## src/rtl/display_pkg.sv

```systemverilog
// Shared display-pipeline constants and types for the sprite read path.
package display_pkg;

  // Sprite geometry and colour key.
  localparam int unsigned SPR_W       = 30;
  localparam int unsigned SPR_H       = 30;
  localparam int unsigned ADDR_W      = 10;
  localparam int unsigned DATA_W      = 16;
  localparam logic [15:0] KEY_COLOR   = 16'hF81F;

  // Screen coordinate widths.
  localparam int unsigned X_W         = 11;
  localparam int unsigned Y_W         = 10;

  // Animation: frame_start pulses per step, and number of bird frames.
  localparam int unsigned ANIM_DIV    = 8;
  localparam int unsigned ANIM_FRAMES = 3;

  typedef logic [DATA_W-1:0] rgb565_t;
  typedef logic [1:0]        anim_idx_t;

  // Per-pixel side information carried down the pipeline next to the ROM access.
  typedef struct packed {
    logic      valid;
    logic      in_box;
    rgb565_t   bg;
    anim_idx_t anim;
  } pix_stage_t;

  // Next animation frame, wrapping after the last bird frame.
  function automatic anim_idx_t anim_next(anim_idx_t idx);
    if (idx >= anim_idx_t'(ANIM_FRAMES - 1)) begin
      return '0;
    end
    return idx + 2'd1;
  endfunction

endpackage

```

## src/rtl/sprite_pixel_reader_if.sv

```systemverilog
// Scan-in / ROM / composited-pixel-out bundle of the sprite pixel reader.
interface sprite_pixel_reader_if #(
  parameter int unsigned ADDR_W = display_pkg::ADDR_W,
  parameter int unsigned DATA_W = display_pkg::DATA_W,
  parameter int unsigned X_W    = display_pkg::X_W,
  parameter int unsigned Y_W    = display_pkg::Y_W
);
  // Frame-level sprite placement.
  logic              frame_start;
  logic              spr_en;
  logic [X_W-1:0]    spr_x;
  logic [Y_W-1:0]    spr_y;
  // Scan position and background.
  logic              pix_valid;
  logic [X_W-1:0]    pix_x;
  logic [Y_W-1:0]    pix_y;
  logic [DATA_W-1:0] bg_color;
  // Shared frame-ROM port.
  logic [ADDR_W-1:0] rom_addr;
  logic [DATA_W-1:0] rom_data0;
  logic [DATA_W-1:0] rom_data1;
  logic [DATA_W-1:0] rom_data2;
  // Results.
  logic [1:0]        anim_idx;
  logic              out_valid;
  logic              out_hit;
  logic [DATA_W-1:0] out_color;

  modport slave (
    input  frame_start, spr_en, spr_x, spr_y,
    input  pix_valid, pix_x, pix_y, bg_color,
    input  rom_data0, rom_data1, rom_data2,
    output rom_addr, anim_idx, out_valid, out_hit, out_color
  );

  modport master (
    output frame_start, spr_en, spr_x, spr_y,
    output pix_valid, pix_x, pix_y, bg_color,
    output rom_data0, rom_data1, rom_data2,
    input  rom_addr, anim_idx, out_valid, out_hit, out_color
  );
endinterface

```

## src/rtl/sprite_anim_ctr.sv

```systemverilog
// Divides frame_start pulses and steps the bird animation frame 0->1->2->0.
module sprite_anim_ctr #(
  parameter int unsigned ANIM_DIV = display_pkg::ANIM_DIV
) (
  input  logic       clk,
  input  logic       rst_n,
  input  logic       frame_start,
  output logic [1:0] anim_idx
);
  import display_pkg::*;

  localparam int unsigned CNT_W = (ANIM_DIV > 1) ? $clog2(ANIM_DIV) : 1;
  localparam logic [CNT_W-1:0] CNT_LAST = CNT_W'(ANIM_DIV - 1);

  logic [CNT_W-1:0] div_cnt;

  // Count frame_start pulses; advance the animation frame on each wrap.
  always_ff @(posedge clk or negedge rst_n) begin
    if (!rst_n) begin
      div_cnt  <= '0;
      anim_idx <= '0;
    end else if (frame_start) begin
      if (div_cnt == CNT_LAST) begin
        div_cnt  <= '0;
        anim_idx <= anim_next(anim_idx);
      end else begin
        div_cnt <= div_cnt + 1'b1;
      end
    end
  end

endmodule

```

## src/rtl/sprite_pixel_reader.sv

```systemverilog
// Sprite read engine: scan position -> ROM address -> frame select -> colour-key composite.
// Three-cycle pipeline: stage 1 address, stage 2 ROM read, stage 3 output register.
module sprite_pixel_reader #(
  parameter int unsigned       SPR_W     = display_pkg::SPR_W,
  parameter int unsigned       SPR_H     = display_pkg::SPR_H,
  parameter int unsigned       ADDR_W    = display_pkg::ADDR_W,
  parameter int unsigned       DATA_W    = display_pkg::DATA_W,
  parameter int unsigned       X_W       = display_pkg::X_W,
  parameter int unsigned       Y_W       = display_pkg::Y_W,
  parameter logic [DATA_W-1:0] KEY_COLOR = display_pkg::KEY_COLOR,
  parameter int unsigned       ANIM_DIV  = display_pkg::ANIM_DIV
) (
  input logic                  clk,
  input logic                  rst_n,
  sprite_pixel_reader_if.slave bus
);
  import display_pkg::*;

  // Box bounds are evaluated one bit wider so x+SPR_W / y+SPR_H never wrap.
  localparam int unsigned XE = X_W + 1;
  localparam int unsigned YE = Y_W + 1;

  logic              spr_en_q;
  logic [X_W-1:0]    spr_x_q;
  logic [Y_W-1:0]    spr_y_q;
  logic [1:0]        anim_idx;

  logic [XE-1:0]     px_e, x_lo, x_hi;
  logic [YE-1:0]     py_e, y_lo, y_hi;
  logic              in_box;
  logic [X_W-1:0]    dx;
  logic [Y_W-1:0]    dy;
  logic [ADDR_W-1:0] addr_calc;

  pix_stage_t        s1, s2;
  logic [ADDR_W-1:0] rom_addr;

  logic [DATA_W-1:0] rom_data;
  logic              hit;
  logic              out_valid, out_hit;
  logic [DATA_W-1:0] out_color;

  sprite_anim_ctr #(
    .ANIM_DIV (ANIM_DIV)
  ) u_anim_ctr (
    .clk         (clk),
    .rst_n       (rst_n),
    .frame_start (bus.frame_start),
    .anim_idx    (anim_idx)
  );

  // Capture sprite placement once per frame; a pixel in the same cycle still sees the old one.
  always_ff @(posedge clk or negedge rst_n) begin
    if (!rst_n) begin
      spr_en_q <= 1'b0;
      spr_x_q  <= '0;
      spr_y_q  <= '0;
    end else if (bus.frame_start) begin
      spr_en_q <= bus.spr_en;
      spr_x_q  <= bus.spr_x;
      spr_y_q  <= bus.spr_y;
    end
  end

  // Hit-box test and sprite-relative ROM address for the current scan position.
  always_comb begin
    px_e      = {1'b0, bus.pix_x};
    py_e      = {1'b0, bus.pix_y};
    x_lo      = {1'b0, spr_x_q};
    y_lo      = {1'b0, spr_y_q};
    x_hi      = x_lo + XE'(SPR_W);
    y_hi      = y_lo + YE'(SPR_H);
    in_box    = spr_en_q && (px_e >= x_lo) && (px_e < x_hi) && (py_e >= y_lo) && (py_e < y_hi);
    dx        = bus.pix_x - spr_x_q;
    dy        = bus.pix_y - spr_y_q;
    addr_calc = ADDR_W'(32'(dy) * 32'(SPR_W) + 32'(dx));
  end

  // Stages 1 and 2: issue the ROM address, carry side info alongside the ROM read.
  always_ff @(posedge clk or negedge rst_n) begin
    if (!rst_n) begin
      s1       <= '0;
      s2       <= '0;
      rom_addr <= '0;
    end else begin
      s1.valid  <= bus.pix_valid;
      s1.in_box <= bus.pix_valid && in_box;
      s1.bg     <= bus.bg_color;
      s1.anim   <= anim_idx;
      // Address only moves for covered pixels, so it holds across background runs.
      if (bus.pix_valid && in_box) begin
        rom_addr <= addr_calc;
      end
      s2 <= s1;
    end
  end

  // Pick the frame that was current when this pixel entered, then apply the colour key.
  always_comb begin
    case (s2.anim)
      2'd1:    rom_data = bus.rom_data1;
      2'd2:    rom_data = bus.rom_data2;
      default: rom_data = bus.rom_data0;
    endcase
    hit = s2.in_box && (rom_data != KEY_COLOR);
  end

  // Stage 3: composited output register; colour holds across bubbles.
  always_ff @(posedge clk or negedge rst_n) begin
    if (!rst_n) begin
      out_valid <= 1'b0;
      out_hit   <= 1'b0;
      out_color <= '0;
    end else begin
      out_valid <= s2.valid;
      if (s2.valid) begin
        out_hit   <= hit;
        out_color <= hit ? rom_data : s2.bg;
      end else begin
        out_hit <= 1'b0;
      end
    end
  end

  assign bus.rom_addr  = rom_addr;
  assign bus.anim_idx  = anim_idx;
  assign bus.out_valid = out_valid;
  assign bus.out_hit   = out_hit;
  assign bus.out_color = out_color;

endmodule

```

## src/flat_wrapper.sv

```systemverilog
// flat-port wrapper written by rule: the top's interface ports become plain ports
module sprite_pixel_reader_flat import display_pkg::*;
#(
  parameter int unsigned       SPR_W     = display_pkg::SPR_W,
  parameter int unsigned       SPR_H     = display_pkg::SPR_H,
  parameter int unsigned       ADDR_W    = display_pkg::ADDR_W,
  parameter int unsigned       DATA_W    = display_pkg::DATA_W,
  parameter int unsigned       X_W       = display_pkg::X_W,
  parameter int unsigned       Y_W       = display_pkg::Y_W,
  parameter logic [DATA_W-1:0] KEY_COLOR = display_pkg::KEY_COLOR,
  parameter int unsigned       ANIM_DIV  = display_pkg::ANIM_DIV
)
  (clk, rst_n, bus_frame_start, bus_spr_en, bus_spr_x, bus_spr_y, bus_pix_valid, bus_pix_x, bus_pix_y, bus_bg_color, bus_rom_data0, bus_rom_data1, bus_rom_data2, bus_rom_addr, bus_anim_idx, bus_out_valid, bus_out_hit, bus_out_color);
  sprite_pixel_reader_if #(.ADDR_W(ADDR_W), .DATA_W(DATA_W), .X_W(X_W), .Y_W(Y_W)) bus_i ();
  input logic clk;
  input logic rst_n;
  input wire logic [$bits(bus_i.frame_start)-1:0] bus_frame_start;
  input wire logic [$bits(bus_i.spr_en)-1:0] bus_spr_en;
  input wire logic [$bits(bus_i.spr_x)-1:0] bus_spr_x;
  input wire logic [$bits(bus_i.spr_y)-1:0] bus_spr_y;
  input wire logic [$bits(bus_i.pix_valid)-1:0] bus_pix_valid;
  input wire logic [$bits(bus_i.pix_x)-1:0] bus_pix_x;
  input wire logic [$bits(bus_i.pix_y)-1:0] bus_pix_y;
  input wire logic [$bits(bus_i.bg_color)-1:0] bus_bg_color;
  input wire logic [$bits(bus_i.rom_data0)-1:0] bus_rom_data0;
  input wire logic [$bits(bus_i.rom_data1)-1:0] bus_rom_data1;
  input wire logic [$bits(bus_i.rom_data2)-1:0] bus_rom_data2;
  output wire logic [$bits(bus_i.rom_addr)-1:0] bus_rom_addr;
  output wire logic [$bits(bus_i.anim_idx)-1:0] bus_anim_idx;
  output wire logic [$bits(bus_i.out_valid)-1:0] bus_out_valid;
  output wire logic [$bits(bus_i.out_hit)-1:0] bus_out_hit;
  output wire logic [$bits(bus_i.out_color)-1:0] bus_out_color;
  assign bus_i.frame_start = bus_frame_start;
  assign bus_i.spr_en = bus_spr_en;
  assign bus_i.spr_x = bus_spr_x;
  assign bus_i.spr_y = bus_spr_y;
  assign bus_i.pix_valid = bus_pix_valid;
  assign bus_i.pix_x = bus_pix_x;
  assign bus_i.pix_y = bus_pix_y;
  assign bus_i.bg_color = bus_bg_color;
  assign bus_i.rom_data0 = bus_rom_data0;
  assign bus_i.rom_data1 = bus_rom_data1;
  assign bus_i.rom_data2 = bus_rom_data2;
  assign bus_rom_addr = bus_i.rom_addr;
  assign bus_anim_idx = bus_i.anim_idx;
  assign bus_out_valid = bus_i.out_valid;
  assign bus_out_hit = bus_i.out_hit;
  assign bus_out_color = bus_i.out_color;
  sprite_pixel_reader #(.SPR_W(SPR_W), .SPR_H(SPR_H), .ADDR_W(ADDR_W), .DATA_W(DATA_W), .X_W(X_W), .Y_W(Y_W), .KEY_COLOR(KEY_COLOR), .ANIM_DIV(ANIM_DIV)) u_core (.clk(clk), .rst_n(rst_n), .bus(bus_i));
endmodule
```

## config.mk

```make
export PLATFORM = sky130hd
export DESIGN_NAME = sprite_pixel_reader_flat
export DESIGN_NICKNAME = d
export VERILOG_FILES = /design/src/rtl/display_pkg.sv /design/src/rtl/sprite_pixel_reader_if.sv /design/src/rtl/sprite_anim_ctr.sv /design/src/rtl/sprite_pixel_reader.sv /design/src/flat_wrapper.sv
export SDC_FILE = /design/constraint.sdc
export NUM_CORES = 1
export LEC_CHECK = 0
export CAP_MARGIN = 20
export CORE_ASPECT_RATIO = 0.9
export CORE_MARGIN = 10
export CORE_UTILIZATION = 35
export DETAILED_ROUTE_END_ITERATION = 7
export PLACE_DENSITY = 0.59
export RECOVER_POWER = 25
export SLEW_MARGIN = 20
export SYNTH_ARGS = -nofsm -noshare
export SYNTH_HDL_FRONTEND = slang
export SYNTH_HIERARCHICAL = 1
export SYNTH_SLANG_ARGS = --single-unit
```

## constraint.sdc

```tcl
create_clock -name clk -period 7 [get_ports clk]
set_clock_uncertainty 0.1 [all_clocks]
set_input_delay 1.4 -clock clk [delete_from_list [all_inputs] [get_ports clk]]
set_output_delay 1.4 -clock clk [all_outputs]
set_load 0.01 [all_outputs]
```

==> results.json <==
{
  "status": "finished, violations left",
  "violations": "max-capacitance violations, max-slew violations",
  "crit_type": "primary input to register",
  "cts_root_buffer": "clkbuf_16",
  "yosysTopAreaCell": "dfrtp_1",
  "num_rows": 45,
  "place.gp.congestion": 0.815,
  "final.setup.tns_ns": 0,
  "synthTopCellsByArea": "dfrtp_1 (39%), ha_1 (13%), fa_1 (5.3%)",
  "avgSynthCellArea_um2": 10.2,
  "crit_top_cell": "inv_1",
  "route.vias.total": 4755,
  "critPathSlowestCell": "fa_1",
  "cap_violations": 1,
  "worstPathRequired_ns": 7.14,
  "nFillCells": 1606,
  "synth.most_common_cell": "dfrtp_1",
  "critPathTopFamily": "adder cells",
  "cts.clk_slew.worst_paths_ns": 0.08,
  "hold_path.class": "register to register",
  "crit_buf_inv": 6,
  "viasPerCell": 4.90,
  "period_share_pct": 96.4,
  "insertion_delay_ns": 0.35,
  "report.final.slew_viol_count": 34,
  "hpwl_um": 13200,
  "clk_path_buf_depth": 2,
  "grt_pass1_vias": 5186,
  "syn-num-nets": 787,
  "grt-ovfl-total": 0,
  "ys_ff_latch": 95,
  "drive_gt1_share_pct": 9.23,
  "final_antenna_net_count": 0,
  "reg2reg_from": "u_core/spr_y_q[0]",
  "drt-pass1-iter-count": 4,
  "wire_per_inst_um": 16.8,
  "yosys-top-cells-count": "dfrtp_1 (95), inv_1 (77), ha_1 (65)",
  "grt_util_all_layers_pct": 14.5,
  "synth_edf_count": 0,
  "crit_path_max_fanout": 2,
  "cts_setup_buffers": 0,
  "synthArstFlopShare_pct": 100,
  "die_area_um2": 22900,
  "core_um2": 16900,
  "r2r_slack_ns": 1.39,
  "syn-cell-area_um2": 6050,
  "port_buffers": 140,
  "io_pins": 141,
  "worstMarginPinSlew_ns": 1.92,
  "drcViolationCount": 0,
  "die_h_um": 145,
  "drtIter0Drc": 198,
  "period_needed_ns": 6.75,
  "slew_headroom_pct": -28.2,
  "worstSetupEndpointType": "register",
  "post-route-util_pct": 48.1,
  "grt_max_degree": 64,
  "htreeDepth": 3,
  "synthCells": 595,
  "yosys_most_used_dff": "dfrtp_1",
  "max_freq_mhz": 148,
  "die_w_um": 159,
  "area_growth_pct": 34.4,
  "crit_start": "bus_pix_y[0]",
  "nets": 945,
  "numCtsBuffers": 9,
  "grt_pass1_wl_um": 26400,
  "drt_wl_total_um": 16300,
  "synth_top_area_share_pct": 39.3,
  "setup_viol": 0,
  "start_kind": "primary input",
  "leakage_nw": 3.84,
  "powerDensity_nw_per_um2": 476,
  "initial_core_util_pct": 35.8,
  "cp_data_arrival_time_ns": 6.89,
  "synth_cell_types": 52,
  "tritoncts": "done",
  "ys_warn_count": 6,
  "max_stage_delay_ns": 0.48,
  "finalHoldViolCount": 0,
  "cts.sinks": 95,
  "seq_area_frac_synth_pct": 39.3,
  "antenna_found_initial": 1,
  "vdd_drop_max_uv": 466,
  "worstHoldStart": "u_core/s1[1]"
}
[final timing paths]
path | depth (start not counted) | to
worst max-delay path | 26 | u_core/bus.rom_addr[9]
worst min-delay path | 0 | u_core/s2[1]
worst max register to register | 24 | u_core/bus.rom_addr[9]
worst min register to register | 0 | u_core/s2[1]
max in group asynchronous | 2 | u_core/s1[1]
min in group asynchronous | 1 | u_core/s2[14]
[per-layer routing]
layer  track usage [%]  part of all wire (%)
met1              16.9                    42
met2              25.6                    49
met3              4.90                   8.5
met4              2.29                  0.42
met5                 0                     0
[kinds of logic after synthesis]
group | count (synthesis) | synth area share [%]
flip-flops | 95 | 39.3
multiplexers | 38 | 7.28
buffers and inverters | 93 | 6.00
adder cells (fa/ha/maj) | 83 | 19.1
AND/OR/NAND/NOR | 117 | 8.69
XOR/XNOR | 41 | 6.29
AO/OA/AOI/OAI | 128 | 13.3
[layout make-up]
type | instances | area [um2] | share of cell area, %
multi-input combinational | 407 | 3330 | 41.0
sequential | 95 | 2380 | 29.3
clock inverter | 6 | 58.8 | 0.724
inverter | 77 | 289 | 3.56
clock buffer | 10 | 239 | 2.94
antenna | 1 | 2.50 | 0.0308
timing repair buffer | 163 | 1570 | 19.3
tap | 211 | 264 | 3.25
[power breakdown]
group / internal [mW] / switching, mW / total (mW)
clock network: 0.260 / 0.233 / 0.493
logic: 1.41 / 1.28 / 2.69
registers: 0.630 / 0.0526 / 0.682
[per-stage QoR]
step	total power [mW]	instances	area, um2	hold slack, ns	setup WS [ns]
after floorplan	2.49	595	6050	0.231	0.382
after global placement	3.27	953	7810	0.233	-0.0497
after detailed placement	3.33	953	7810	0.236	-0.201
after CTS	3.87	969	8110	0.247	0.161
after global routing	4.24	969	8120	0.253	-0.00387
final	3.87	970	8130	0.246	0.252
[sequential cells by signal, indices dropped and copies added, names as in the netlist]
signal and cells:
u_core/u_anim_ctr/div_cnt 3, u_core/bus.out_color 16, u_core/bus.rom_addr 10, u_core/u_anim_ctr/anim_idx 2, u_core/bus.out_valid 1, u_core/s2 20
u_core/spr_y_q 10, u_core/spr_en_q 1, u_core/s1 20, u_core/spr_x_q 11, u_core/bus.out_hit 1
[cells in the final DEF, fill, tap and decap left out, types with 8 or more instances in the layout]
master           Yosys  final
inv_1               77     77
fa_1                16     15
o21ai_0             34     34
clkbuf_16            0      9
a22oi_1             16     16
ha_1                65     65
nand2_1             47     47
nor2_1              33     33
dfrtp_1             95     95
buf_4                1     23
mux2_4               9      9
mux2_2              12     12
a21oi_1             34     34
xnor2_1             32     30
clkdlybuf4s50_1      0    139
mux2i_1             17     17
a21o_1               8      8
[worst reg2reg max path, delay by kind of cell, from the launching register on]
| family | cells | cell delay (ns) |
|---|---|---|
| adders and majority gates | 7 | 2.30 |
| xor gates and xnor gates | 5 | 1.06 |
| AOI/OAI and AO/OA | 7 | 1.06 |
| DFF | 1 | 0.41 |
| buffers and inverters | 4 | 0.33 |
| muxes | 1 | 0.26 |
[what timing repair did]
action | in CTS | in global routing
endpoints found under the hold margin | 0 | 0
endpoints found under the setup margin | 0 | 1
resized for setup | 0 | 4
hold buffers | 0 | 0
Power figures use the tool's default switching activity.
